**src/rtl/aes_key_schedule_ctrl_if.sv**
```systemverilog
// Cipher-key valid/ready handshake between a key source and the
// AES-128 key-schedule sequencer. master = key source, slave = sequencer.
interface aes_key_schedule_ctrl_if;
   logic         key_valid;
   logic         key_ready;
   logic [127:0] key_in;

   modport master (
      output key_valid,
      output key_in,
      input  key_ready
   );

   modport slave (
      input  key_valid,
      input  key_in,
      output key_ready
   );
endinterface

```
**src/rtl/aes_key_schedule_ctrl.sv**
```systemverilog
// AES-128 key-schedule sequencer: drives a one-round key expander over all
// rounds and keeps every round key in a register file.
// Ports: clk, rst_n (sync, active-low); key_if (key handshake, slave);
//   exp_key_in/exp_rnd_constant -> expander, exp_key_out <- expander;
//   busy, done (pulse), keys_valid (level); rk_rd_idx -> rk_rd_data (1-cycle).
module aes_key_schedule_ctrl #(
   parameter int NUM_ROUNDS = 10,
   parameter int IDX_W      = 4
) (
   input  logic                 clk,
   input  logic                 rst_n,
   aes_key_schedule_ctrl_if.slave key_if,
   output logic [127:0]         exp_key_in,
   output logic [31:0]          exp_rnd_constant,
   input  logic [127:0]         exp_key_out,
   output logic                 busy,
   output logic                 done,
   output logic                 keys_valid,
   input  logic [IDX_W-1:0]     rk_rd_idx,
   output logic [127:0]         rk_rd_data
);

   localparam int RW = $clog2(NUM_ROUNDS + 1);

   typedef enum logic [1:0] {
      S_IDLE,
      S_ISSUE,
      S_CAPTURE,
      S_FIN
   } state_t;

   state_t          state;
   state_t          state_nxt;
   logic [RW-1:0]   round;
   logic [127:0]    rk [0:NUM_ROUNDS];
   logic            hs;
   logic            last;

   // Round constant by repeated doubling in GF(2^8).
   function automatic logic [7:0] rcon(input logic [RW-1:0] r);
      logic [7:0] v;
      v = 8'h01;
      for (int i = 1; i < (1 << RW); i++) begin
         if (i < int'(r)) begin
            v = {v[6:0], 1'b0} ^ (v[7] ? 8'h1b : 8'h00);
         end
      end
      return v;
   endfunction

   assign hs   = key_if.key_valid && key_if.key_ready;
   assign last = (round == RW'(NUM_ROUNDS));

   always_ff @(posedge clk) begin
      if (!rst_n) begin
         state <= S_IDLE;
      end else begin
         state <= state_nxt;
      end
   end

   always_comb begin
      state_nxt = state;
      unique case (state)
         S_IDLE:    if (hs) state_nxt = S_ISSUE;
         S_ISSUE:   state_nxt = S_CAPTURE;
         S_CAPTURE: state_nxt = last ? S_FIN : S_ISSUE;
         S_FIN:     state_nxt = S_IDLE;
         default:   state_nxt = S_IDLE;
      endcase
   end

   always_comb begin
      key_if.key_ready = rst_n && (state == S_IDLE);
      busy             = (state != S_IDLE);
      done             = (state == S_FIN);
   end

   // Expander inputs are loaded one edge ahead so they sit stable
   // through both ISSUE and CAPTURE of a round.
   always_ff @(posedge clk) begin
      if (!rst_n) begin
         round            <= '0;
         keys_valid       <= 1'b0;
         exp_key_in       <= '0;
         exp_rnd_constant <= '0;
         for (int i = 0; i <= NUM_ROUNDS; i++) begin
            rk[i] <= '0;
         end
      end else begin
         unique case (state)
            S_IDLE: begin
               if (hs) begin
                  rk[0]            <= key_if.key_in;
                  round            <= RW'(1);
                  keys_valid       <= 1'b0;
                  exp_key_in       <= key_if.key_in;
                  exp_rnd_constant <= {24'h0, rcon(RW'(1))};
               end
            end
            S_CAPTURE: begin
               rk[round] <= exp_key_out;
               if (last) begin
                  keys_valid       <= 1'b1;
                  exp_key_in       <= '0;
                  exp_rnd_constant <= '0;
               end else begin
                  round            <= round + RW'(1);
                  exp_key_in       <= exp_key_out;
                  exp_rnd_constant <= {24'h0, rcon(round + RW'(1))};
               end
            end
            default: ;
         endcase
      end
   end

   always_ff @(posedge clk) begin
      if (!rst_n) begin
         rk_rd_data <= '0;
      end else if (int'(rk_rd_idx) <= NUM_ROUNDS) begin
         rk_rd_data <= rk[rk_rd_idx];
      end else begin
         rk_rd_data <= '0;
      end
   end

endmodule

```
**src/flat_wrapper.sv**
```systemverilog
// flat-port wrapper written by rule: the top's interface ports become plain ports
module aes_key_schedule_ctrl_flat 
#(
   parameter int NUM_ROUNDS = 10,
   parameter int IDX_W      = 4
)
  (clk, rst_n, exp_key_in, exp_rnd_constant, exp_key_out, busy, done, keys_valid, rk_rd_idx, rk_rd_data, key_if_key_valid, key_if_key_in, key_if_key_ready);
  aes_key_schedule_ctrl_if key_if_i ();
  input  logic clk;
  input  logic rst_n;
  output logic [127:0] exp_key_in;
  output logic [31:0] exp_rnd_constant;
  input  logic [127:0] exp_key_out;
  output logic busy;
  output logic done;
  output logic keys_valid;
  input  logic [IDX_W-1:0] rk_rd_idx;
  output logic [127:0] rk_rd_data;
  input wire logic [$bits(key_if_i.key_valid)-1:0] key_if_key_valid;
  input wire logic [$bits(key_if_i.key_in)-1:0] key_if_key_in;
  output wire logic [$bits(key_if_i.key_ready)-1:0] key_if_key_ready;
  assign key_if_i.key_valid = key_if_key_valid;
  assign key_if_i.key_in = key_if_key_in;
  assign key_if_key_ready = key_if_i.key_ready;
  aes_key_schedule_ctrl #(.NUM_ROUNDS(NUM_ROUNDS), .IDX_W(IDX_W)) u_core (.clk(clk), .rst_n(rst_n), .key_if(key_if_i), .exp_key_in(exp_key_in), .exp_rnd_constant(exp_rnd_constant), .exp_key_out(exp_key_out), .busy(busy), .done(done), .keys_valid(keys_valid), .rk_rd_idx(rk_rd_idx), .rk_rd_data(rk_rd_data));
endmodule
```
**config.mk**
```make
export PLATFORM = sky130hd
export DESIGN_NAME = aes_key_schedule_ctrl_flat
export DESIGN_NICKNAME = d
export VERILOG_FILES = /design/src/rtl/aes_key_schedule_ctrl_if.sv /design/src/rtl/aes_key_schedule_ctrl.sv /design/src/flat_wrapper.sv
export SDC_FILE = /design/constraint.sdc
export NUM_CORES = 2
export LEC_CHECK = 0
export CORE_ASPECT_RATIO = 0.5
export CORE_MARGIN = 8
export CORE_UTILIZATION = 50
export CTS_CLUSTER_DIAMETER = 40
export DETAILED_ROUTE_END_ITERATION = 7
export GPL_ROUTABILITY_DRIVEN = 0
export PLACE_DENSITY = 0.77
export SYNTH_ARGS = -nofsm -noshare
export SYNTH_HDL_FRONTEND = slang
export SYNTH_SLANG_ARGS = --single-unit
```
**constraint.sdc**
```tcl
create_clock -name clk -period 20.3 [get_ports clk]
set_clock_uncertainty 0.15 [all_clocks]
set_input_delay 6.09 -clock clk [delete_from_list [all_inputs] [get_ports clk]]
set_output_delay 6.09 -clock clk [all_outputs]
set_load 0.02 [all_outputs]
```
==> run summary <==
Outcome - finished clean
Worst hold path depth - 1
Area leader, netlist - edfxtp_1
Row count - 113
CTS Root Cell - clkbuf_16
Worst reg2reg path startpoint - u_core.state[1]
Layout Cells excl Fill - 9269
Residual DRC count - 0
Vias/cell - 6.20
Routed vias - 57500
Fin crit share - 66.8%
Largest net degree at the start of global routing - 156
DR WL met3 - 26300 um
First-pass GRT wire length - 383000 um
Final hold violations - 0
Initial antenna violation count - 6
Area delta synth->final - 15.4%
Startpoint types - primary input
RSZ-0062 raised after global routing - false
Synth warn - 0
I/O Buffers - 530
Count of cell types in the netlist - 64
Post-synth EDFFs - 1920
Worst-Margin Slew - 1240 ps
Hpwl dp - 137000 um
P_int - 7920 uW
Die span in y - 325 um
Fin Setup TNS - 0 ps
Yosys reg bits - 2319
Critical path class - in -> out
Tot GR Track Use - 24.9%
Num CTS Buffers - 209
1st-pass router iterations - 6
Routed wire length - 262000 um
Crit-path max FO - 40
CTS resizes - 0
Wl on met1 - 91800 um
Maxcap violations - 0
Ys flop type - edfxtp_1
Highest Signal Layer - met4
Area share of the largest cell type after synthesis - 60.5%
Endpoints failing setup - 0
Total net switching power - 2310 uW
# clock sinks - 2319
Crit path launch - rst_n
Combinational share of power - 8.0%
Min cycle time layout - 13560 ps
Grt ovf - 0
Clk buf depth - 3
R2r worst-path depth - 9
Clock transition at path regs - 60 ps
Dpl cells - 8869
Routed WL per cell - 28.3 um
Placed cell area - 0.103 mm^2
Cts hold-fix bufs - 0
Hold path startpoint - u_core.exp_rnd_constant[3]
Final hold slack - 338 ps
Sw Ratio - 22.6%
Io pins - 555
Clk Latency, worst-skew pair - 860 ps
TritonCTS clock tree - built
Slew margin rel. - 17.2%
Vias in the first global route - 58100
Crit end category - output pin
HP Class - reg -> reg
Sequential share of the synthesized area - 68.9%
Wire length on met2 - 133000 um
H-tree Lvls - 4
Worst EP required - 14060 ps
Share of cells above drive strength 1 - 16.8%
Initial Util - 50.3%
Power Density - 93.1 mW/mm^2
Final worst slack - 6740 ps
Achievable clock frequency - 73.8 MHz
Sequential Power Share - 52.2%
Core area - 0.190 mm^2
Netlist Area Pre-Place - 0.0953 mm^2
Mapped Cells - 6247
Final instance area - 0.110 mm^2
Die area - 0.206 mm^2
Final Max Slew Viols - 0
Syn_area_per_cell - 15.3 um^2
VDD IR-drop max - 97.0 uV
FFs w/ async S/R, synth - 0%
Leak pwr - 0.0389 uW
Ranking of synthesized cells by area - edfxtp_1 (60%), mux4_2 (15%), dfxtp_1 (8.4%), nor2_1 (4.7%), clkbuf_1 (1.8%)
Post-CTS Setup Bufs - 0
Pre-CTS WS - 6760 ps
WP data arrival - 7320 ps
Drt first-iter violations - 7764
Final net count - 6817
Post-route ant nets - 0
Clock network fraction of total power - 39.8%
Die Width - 633 um
[cell usage after synthesis (2+ instances only)]
| master | n |
|---|---|
| nand4_1 | 3 |
| nand2b_1 | 8 |
| or4_1 | 2 |
| dfxtp_1 | 399 |
| nor3_1 | 14 |
| o21ai_0 | 23 |
| o221ai_1 | 2 |
| nor4_1 | 2 |
| a21o_1 | 2 |
| o21ai_1 | 7 |
| nor2b_1 | 260 |
| mux4_2 | 640 |
| buf_4 | 25 |
| o41ai_1 | 3 |
| mux2i_1 | 2 |
| a21oi_1 | 275 |
| a21boi_1 | 110 |
| nor4_2 | 2 |
| a31oi_1 | 7 |
| o31ai_1 | 2 |
| xor2_1 | 2 |
| edfxtp_1 | 1920 |
| o22ai_1 | 5 |
| buf_2 | 34 |
| and2_1 | 7 |
| inv_2 | 2 |
| o211ai_1 | 4 |
| o21a_1 | 4 |
| a22o_1 | 2 |
| and3_1 | 4 |
| buf_1 | 60 |
| nor2_1 | 1189 |
| nand3_1 | 14 |
| inv_1 | 136 |
| a221o_1 | 2 |
| clkbuf_1 | 466 |
| o211a_1 | 130 |
| nand2_1 | 431 |
| a21boi_0 | 19 |
| ha_1 | 4 |
[per-stage QoR]
| step | utilization, % | total power [uW] |
|---|---|---|
| after global placement | 54.3 | 6240 |
| after CTS | 58.0 | 10300 |
| after global routing | 58.0 | 10500 |
| final | 58.0 | 10200 |
| after floorplan | - | 5930 |
| after detailed placement | 54.3 | 6250 |
[cells by family after synthesis]
| family | after synthesis | synth area share [%] |
|---|---|---|
| compound gates | 612 | 4.41 |
| xor+xnor | 4 | 0.0446 |
| fa+ha+maj | 4 | 0.0525 |
| buf+inv | 723 | 2.99 |
| flops | 2319 | 68.9 |
| mux | 642 | 15.1 |
| other cells | 1 | 0.00393 |
| simple gates | 1942 | 8.49 |
[routing by layer]
metal | up-vias | track usage (%)
met4 | 0 | 9.96
met3 | 604 | 3.89
met2 | 3750 | 42.8
li1 | 23700 | -
met5 | - | 0
met1 | 29400 | 31.7
[path summary, 6_finish.rpt]
path / end / slack [ps]
setup / recovery: key_if_key_ready / 6740
hold / removal: u_core.exp_rnd_constant[3] / 340
setup reg to reg: u_core.rk[4][44] / 14410
hold reg to reg: u_core.exp_rnd_constant[3] / 340
[cell usage in the layout (no fill, tap or decap), types with 4 or more instances in the layout]
cell                n
edfxtp_1         1920
clkinvlp_4          9
nand3_1             9
nor2_4              5
clkbuf_1           54
o21ai_1             5
nor2b_1           260
mux4_2            640
clkbuf_8           31
buf_4             113
clkinv_8            5
nand3_4             5
conb_1             24
a21boi_1          111
clkdlybuf4s50_1   526
clkinv_1           19
dfxtp_1           399
nor2_1           1184
and2_1              6
buf_12             11
inv_1             135
o211a_1           130
bufinv_16          19
clkbuf_16         212
a21boi_0           18
o22ai_1             5
o211ai_1            4
a21oi_1           274
ha_1                4
o21ai_0            23
o21a_1              4
clkinv_4            5
nand2_1           420
inv_6              16
a31oi_1             7
nor3_1             12
clkinv_2           23
nand2b_1            8
nand2_4            11
[critical path: stages]
cell             delay (ps)
buf_8                   330
and2_1                  220
clkdlybuf4s50_1         600
[area by class of cell]
type | instances | area [um^2]
fill | 13600 | 79600
inverter | 138 | 526
antenna | 3 | 7.51
clock inverter | 101 | 1160
sequential | 2319 | 65600
tap | 2530 | 3170
clock buffer | 296 | 5920
timing repair buffer | 654 | 6390
multi-input combinational | 3228 | 27200
[sequential cells by signal (all words and copies together) (netlist names)]
signal                   count
u_core.rk_rd_data          128
u_core.exp_rnd_constant      8
u_core.keys_valid            1
u_core.rk                 2048
u_core.round                 4
u_core.exp_key_in          128
u_core.state                 2
[power by group through the flow]
stage          registers (uW)  clock network, uW  logic [uW]
2_1_floorplan            5480                  0         448
3_3_place_gp             5430                  0         802
3_5_place_dp             5440                  0         812
4_1_cts                  5340               4100         817
5_1_grt                  5350               4270         856
6_report                 5340               4080         815
Power figures use the tool's default switching activity.
